$ cat src/rtl/regfile_arb_pkg.sv
// rtl/regfile_arb_pkg.sv - shared types and defaults for the two-port register-file arbiter
package regfile_arb_pkg;

  localparam int DW_DEF = 16;
  localparam int AW_DEF = 3;

  typedef enum logic [1:0] {
    IDLE  = 2'd0,
    ISSUE = 2'd1,
    WAIT  = 2'd2,
    RSP   = 2'd3
  } state_t;

  typedef enum logic {
    OWN_A = 1'b0,
    OWN_B = 1'b1
  } owner_t;

endpackage

$ cat src/rtl/rr_arbiter2.sv
// rtl/rr_arbiter2.sv - two-way round-robin grant with the priority pointer flop
module rr_arbiter2
  import regfile_arb_pkg::*;
(
  input  logic       CLK,
  input  logic       RST,
  input  logic [1:0] req,
  input  logic       advance,
  output logic [1:0] grant
);

  owner_t ptr;

  always_comb begin
    grant = 2'b00;
    case (req)
      2'b01:   grant = 2'b01;
      2'b10:   grant = 2'b10;
      2'b11:   grant = (ptr == OWN_A) ? 2'b01 : 2'b10;
      default: grant = 2'b00;
    endcase
  end

  // The pointer always hands priority to the port that just lost or sat idle.
  always_ff @(posedge CLK) begin
    if (RST) begin
      ptr <= OWN_A;
    end else if (advance && (grant != 2'b00)) begin
      ptr <= grant[0] ? OWN_B : OWN_A;
    end
  end

endmodule

$ cat src/rtl/regfile_arbiter.sv
// rtl/regfile_arbiter.sv - arbitrates two request ports onto one registered-read register file
module regfile_arbiter
  import regfile_arb_pkg::*;
#(
  parameter int DW = DW_DEF,
  parameter int AW = AW_DEF
) (
  input  logic          CLK,
  input  logic          RST,
  input  logic          a_valid,
  input  logic          a_wr,
  input  logic [AW-1:0] a_addr,
  input  logic [DW-1:0] a_wdata,
  output logic          a_ready,
  output logic          a_rsp_valid,
  input  logic          a_rsp_ready,
  output logic [DW-1:0] a_rsp_data,
  input  logic          b_valid,
  input  logic          b_wr,
  input  logic [AW-1:0] b_addr,
  input  logic [DW-1:0] b_wdata,
  output logic          b_ready,
  output logic          b_rsp_valid,
  input  logic          b_rsp_ready,
  output logic [DW-1:0] b_rsp_data,
  output logic [DW-1:0] rf_wrdata,
  output logic [AW-1:0] rf_address,
  output logic          rf_wren,
  output logic          rf_rden,
  input  logic [DW-1:0] rf_rddata
);

  state_t     state;
  owner_t     owner;
  logic       cmd_wr;
  logic       accept;
  logic [1:0] grant;

  assign accept  = (state == IDLE) && !RST;
  assign a_ready = accept && grant[0];
  assign b_ready = accept && grant[1];

  rr_arbiter2 u_arb (
    .CLK     (CLK),
    .RST     (RST),
    .req     ({b_valid, a_valid}),
    .advance (accept),
    .grant   (grant)
  );

  // rf_address/rf_wrdata double as the command register, so they hold the
  // last command outside ISSUE without a separate copy.
  always_ff @(posedge CLK) begin
    if (RST) begin
      state       <= IDLE;
      owner       <= OWN_A;
      cmd_wr      <= 1'b0;
      rf_address  <= '0;
      rf_wrdata   <= '0;
      rf_wren     <= 1'b0;
      rf_rden     <= 1'b0;
      a_rsp_valid <= 1'b0;
      b_rsp_valid <= 1'b0;
      a_rsp_data  <= '0;
      b_rsp_data  <= '0;
    end else begin
      case (state)
        IDLE: begin
          if (grant[0]) begin
            owner      <= OWN_A;
            cmd_wr     <= a_wr;
            rf_address <= a_addr;
            rf_wrdata  <= a_wdata;
            rf_wren    <= a_wr;
            rf_rden    <= !a_wr;
            state      <= ISSUE;
          end else if (grant[1]) begin
            owner      <= OWN_B;
            cmd_wr     <= b_wr;
            rf_address <= b_addr;
            rf_wrdata  <= b_wdata;
            rf_wren    <= b_wr;
            rf_rden    <= !b_wr;
            state      <= ISSUE;
          end
        end
        ISSUE: begin
          rf_wren <= 1'b0;
          rf_rden <= 1'b0;
          state   <= cmd_wr ? IDLE : WAIT;
        end
        WAIT: begin
          if (owner == OWN_A) begin
            a_rsp_data  <= rf_rddata;
            a_rsp_valid <= 1'b1;
          end else begin
            b_rsp_data  <= rf_rddata;
            b_rsp_valid <= 1'b1;
          end
          state <= RSP;
        end
        RSP: begin
          if ((owner == OWN_A) && a_rsp_ready) begin
            a_rsp_valid <= 1'b0;
            state       <= IDLE;
          end else if ((owner == OWN_B) && b_rsp_ready) begin
            b_rsp_valid <= 1'b0;
            state       <= IDLE;
          end
        end
        default: state <= IDLE;
      endcase
    end
  end

endmodule
$ cat config.mk
export PLATFORM = sky130hd
export DESIGN_NAME = regfile_arbiter
export DESIGN_NICKNAME = d
export VERILOG_FILES = /design/src/rtl/regfile_arb_pkg.sv /design/src/rtl/rr_arbiter2.sv /design/src/rtl/regfile_arbiter.sv
export SDC_FILE = /design/constraint.sdc
export NUM_CORES = 1
export LEC_CHECK = 0
export ABC_AREA = 1
export CELL_PAD_IN_SITES_DETAIL_PLACEMENT = 0
export CELL_PAD_IN_SITES_GLOBAL_PLACEMENT = 1
export CORE_ASPECT_RATIO = 0.6
export CORE_MARGIN = 2
export CORE_UTILIZATION = 30
export DETAILED_ROUTE_END_ITERATION = 10
export GPL_TIMING_DRIVEN = 0
export PLACE_DENSITY = 0.83
export SYNTH_ARGS = -nofsm -noshare
export SYNTH_HDL_FRONTEND = slang
export SYNTH_HIERARCHICAL = 1
export SYNTH_SLANG_ARGS = --single-unit
$ cat constraint.sdc
create_clock -name CLK -period 3.6 [get_ports CLK]
set_clock_uncertainty 0.15 [all_clocks]
set_input_delay 0.72 -clock CLK [delete_from_list [all_inputs] [get_ports CLK]]
set_output_delay 0.72 -clock CLK [all_outputs]
set_load 0.1 [all_outputs]
; Yosys cells after proc, flatten, opt, wreduce, memory -nomap -nowiden
; Cells that the tools add are included.
[word_totals]
register_bits = 60
input_bits = 62
elab_cells = 74
output_inout_bits = 57
[classes]
eq_ne = 13
muxes = 28
reduce_logical = 20
bitwise = 1
[ops]
columns = operator, count
row1 = $mux 16, 2
row2 = $mux 1, 12
row3 = $mux 2, 6
row4 = $ne 2x2->1 const B, 5
row5 = $reduce_and 2->1, 5
row6 = $eq 2x2->1 const B, 4
row7 = $pmux 1 s2, 4
row8 = $pmux 2 s4, 1
row9 = $logic_and 1x1->1, 6
row10 = $mux 3, 2
row11 = $ne 3x3->1 const B, 2
row12 = $pmux 2 s3, 1
row13 = $reduce_bool 2->1, 3
row14 = $eq 2x1->1 const B, 2
row15 = $reduce_and 4->1, 1
row16 = $logic_not 1->1, 3
row17 = $reduce_and 3->1, 1
row18 = $logic_not 2->1, 1
row19 = $not 1->1, 1

; Longest topological paths before layout
[logic_depth]
depth_word = 5
depth_mapped = 8
ltp_nobuf = 7

; By module
; Netlist, hierarchy kept.
[by_module_without_submodules]
columns = mod, seq_area_each_um2, cells_per_inst, area_per_inst_um2, n_inst
row1 = regfile_arbiter, 1181.1, 343, 2474.9, 1
row2 = rr_arbiter2, 20.0, 8, 60.1, 1

; Worst setup path after synthesis
; No wires, ideal clock.
[synth_path]
kind = input-to-output
start = in a_valid
end = out a_ready
setup_slack_ns = -0.744
stages = 4
required_time_ns = 2.730
arrival_ns = 3.474
path_buffers = 1
path_cell_list = a21boi_0 > inv_1 > clkbuf_1 > nor3_1
[synth_via]
elab_chain_cells = 3
elab_cells_between_ends = 5
classes_between = eq/ne (3) / mux (1) / reduce/logical (1)
[synth_lines]
columns = item, line_no
row1 = from (decl), regfile_arbiter.sv:10  ; input logic a_valid,
row2 = $eq 2x2->1 / $eq 2x1->1 (equally long branches), rr_arbiter2.sv:16  ; case (req)
row3 = $pmux 2 s3 *, rr_arbiter2.sv:16
row4 = $logic_and 1x1->1 *, regfile_arbiter.sv:40  ; assign a_ready = accept && grant[0];
row5 = to (decl), regfile_arbiter.sv:14  ; output logic a_ready,
; Mark *: on every way between the ends. The rest lies on a longest branch, timed or not.

; Worst setup path after layout
[layout_path]
start = in RST
end = out b_ready
[layout_via]
elab_chain_cells = 3
[layout_lines]
columns = item, line_no
row1 = from (decl), regfile_arbiter.sv:9  ; input logic RST,
row2 = $logic_not 1->1, regfile_arbiter.sv:39  ; assign accept = (state == IDLE) && !RST;
row3 = $logic_and 1x1->1, regfile_arbiter.sv:39
row4 = $logic_and 1x1->1, regfile_arbiter.sv:41  ; assign b_ready = accept && grant[1];
row5 = to (decl), regfile_arbiter.sv:22  ; output logic b_ready,
; No other way between the ends.

==> out/results.ini <==
[critical_path]
path_class=input port to output port
slowest_delay_ns=0.52
cp.required_ns=2.73
crit_arrival_ns=2.58
critPathTopFamily=buffers and inverters
ff2ff_setup_slack_ns=1.96
cp_common_cell=clkbuf_1
path_buf_inv=4
cp-start-kind=input port
cp-end-kind=output port
cp_cell_sequence=clkdlybuf4s50_1 -> clkbuf_1 -> clkbuf_1 -> nor3_2 -> clkdlybuf4s15_2
slowest_stage=clkdlybuf4s50_1
critPathMaxFanout=10

[clock_network]
cts_tree=done
clockBufferDepth=2
cts.sinks=60
cts_hold_buf=0
cts_buffers=9
cts_resized=9
post_cts_buffers=0
clk_latency_ns=0.32
cts_max_level=3
cts.clk_slew.worst_paths_ns=0.05
cts-root-buf=clkbuf_16

[sta]
finalCritPeriodShare_pct=95.8
max_freq_mhz=290
hold_viol_final=0
hold_slack_ns=0.311
max_slew_margin_pct=30.6
setup_viol=0
worst_pin_slew_ns=1.04
period_minus_slack_ns=3.45
rsz0062_at_grt=false
finalMaxSlewViolations=0

[synth]
avgSynthCellArea_sq_um=7.22
yosys_warnings=6
ys_seq_area_share_pct=47.4
synth_area_sq_um=2530
syn_inst=351
ys_ff_latch=60
synth_nets=413
ys_types=21

[floorplan]
dieHeight_microns=75.2
io_pins=119
start_util_pct=31.5
rows=25
die_w_microns=123
core_sq_um=8040
die_area_sq_um=9230

[global_route]
grt_overflow_total=0
grtUsageTotal_pct=19.4
grt_most_used_layer=met2
grt.met3_usage_pct=8.71
met1_usage_pct=25.3
grt_pass1_wl_microns=13600
antenna_found_initial=0
grt_pass1_vias=2748
grt_use_met2_pct=29.3
grt_max_degree=11

[final_layout]
drive_above_1_share_pct=9.90
final_cell_mix=138 x nand2_1, 116 x clkdlybuf4s50_1, 60 x dfxtp_1
nets=542
utilization_pct=52.7
final_common_cell=nand2_1
diodes=0
area_growth_pct=67.0

[placed_design]
hpwlAfterDp_microns=6520
portBuffers=118
place_congestion=0.840

[power_and_ir_drop]
vdd_drop_max_uv=279
finalPower_w=0.00258
leakagePower_nw=1.61
power_density_nw_per_um2=609

[min_path]
min_path_type=register to register

[route]
viasPerCell=4.77
ant_nets=0
via_count=2831
drt_iter0_drc=181
drc=0
wl_microns=8530
wl_per_cell_microns=14.4
drtPass1Iterations=4

[job]
drv_cap=0

[outcome]
status=completed

[per-layer routing]
layer / up-vias / routed length (microns)
met5: - / 0
met4: 0 / 61
met3: 8 / 810
met2: 93 / 3510
met1: 1295 / 4150
li1: 1435 / -
[logic make-up after synthesis]
logic type      Yosys count  synth area share, %
compound gates           67                 13.9
simple gates            186                 31.7
flops                    60                 47.4
buf+inv                  38                 6.96
[flip-flops by register name (all words and copies together) (netlist names), named ones only]
signal / count
b_rsp_valid: 1
a_rsp_data: 16
rf_address: 3
rf_rden: 1
rf_wrdata: 16
a_rsp_valid: 1
cmd_wr: 1
state: 1
rf_wren: 1
u_arb/ptr: 1
b_rsp_data: 16
owner: 1
[final cells by class]
cell class / count / area [sq um]
Buffer: 28 / 139
Clock inverter: 3 / 90.1
Tap cell: 108 / 135
Fill cell: 758 / 3800
Sequential cell: 60 / 1200
Inverter: 10 / 37.5
Multi-Input combinational cell: 253 / 1170
Clock buffer: 13 / 280
Timing Repair Buffer: 118 / 1180
[metrics by stage]
| stage | setup slack [ns] | instance area, sq um | TNS, ns | instances |
|---|---|---|---|---|
| global placement | -0.780 | 3860 | -1.15 | 577 |
| finish | 0.151 | 4230 | 0 | 593 |
| global route | 0.0441 | 4230 | 0 | 593 |
| CTS | 0.00869 | 4230 | 0 | 593 |
| detailed placement | -0.799 | 3860 | -1.16 | 577 |
| floorplan | 0.101 | 2540 | 0 | 351 |
[synthesized netlist by cell type, drive strengths merged]
library cell / count / area share, %
a211oi: 2 / 0.59
a21boi: 2 / 0.59
a21oi: 58 / 12
buf: 19 / 4.1
clkbuf: 9 / 1.3
dfxtp: 60 / 47
inv: 10 / 1.5
nand2: 138 / 20
nand3: 7 / 1.8
nand4: 32 / 7.9
nor2: 6 / 0.99
nor3: 2 / 0.39
o21ai: 5 / 1.1
or2: 1 / 0.25
[worst register-to-register path, cell delays in order (launching register included)]
cell and delay [ns]:
dfxtp_1 0.37, a21boi_2 0.09, inv_1 0.17, clkbuf_1 0.42, nand2_1 0.10, nand2_1 0.11
nand2_1 0.06, a21oi_1 0.11
[power breakdown]
group	switching (W)	leakage [nW]	internal, W
logic	0.000567	0.943	0.000219
registers	0.0000315	0.489	0.000718
clock network	0.000293	0.182	0.000751
[path summary, 6_finish.rpt]
| check | startpoint | endpoint | cells after the start |
|---|---|---|---|
| max | RST | b_ready | 5 |
| max reg2reg | u_arb/ptr | rf_wrdata[9] | 7 |
| min reg2reg | a_rsp_data[0] | a_rsp_data[0] | 2 |
| min | a_rsp_data[0] | a_rsp_data[0] | 2 |
Power figures use the tool's default switching activity.
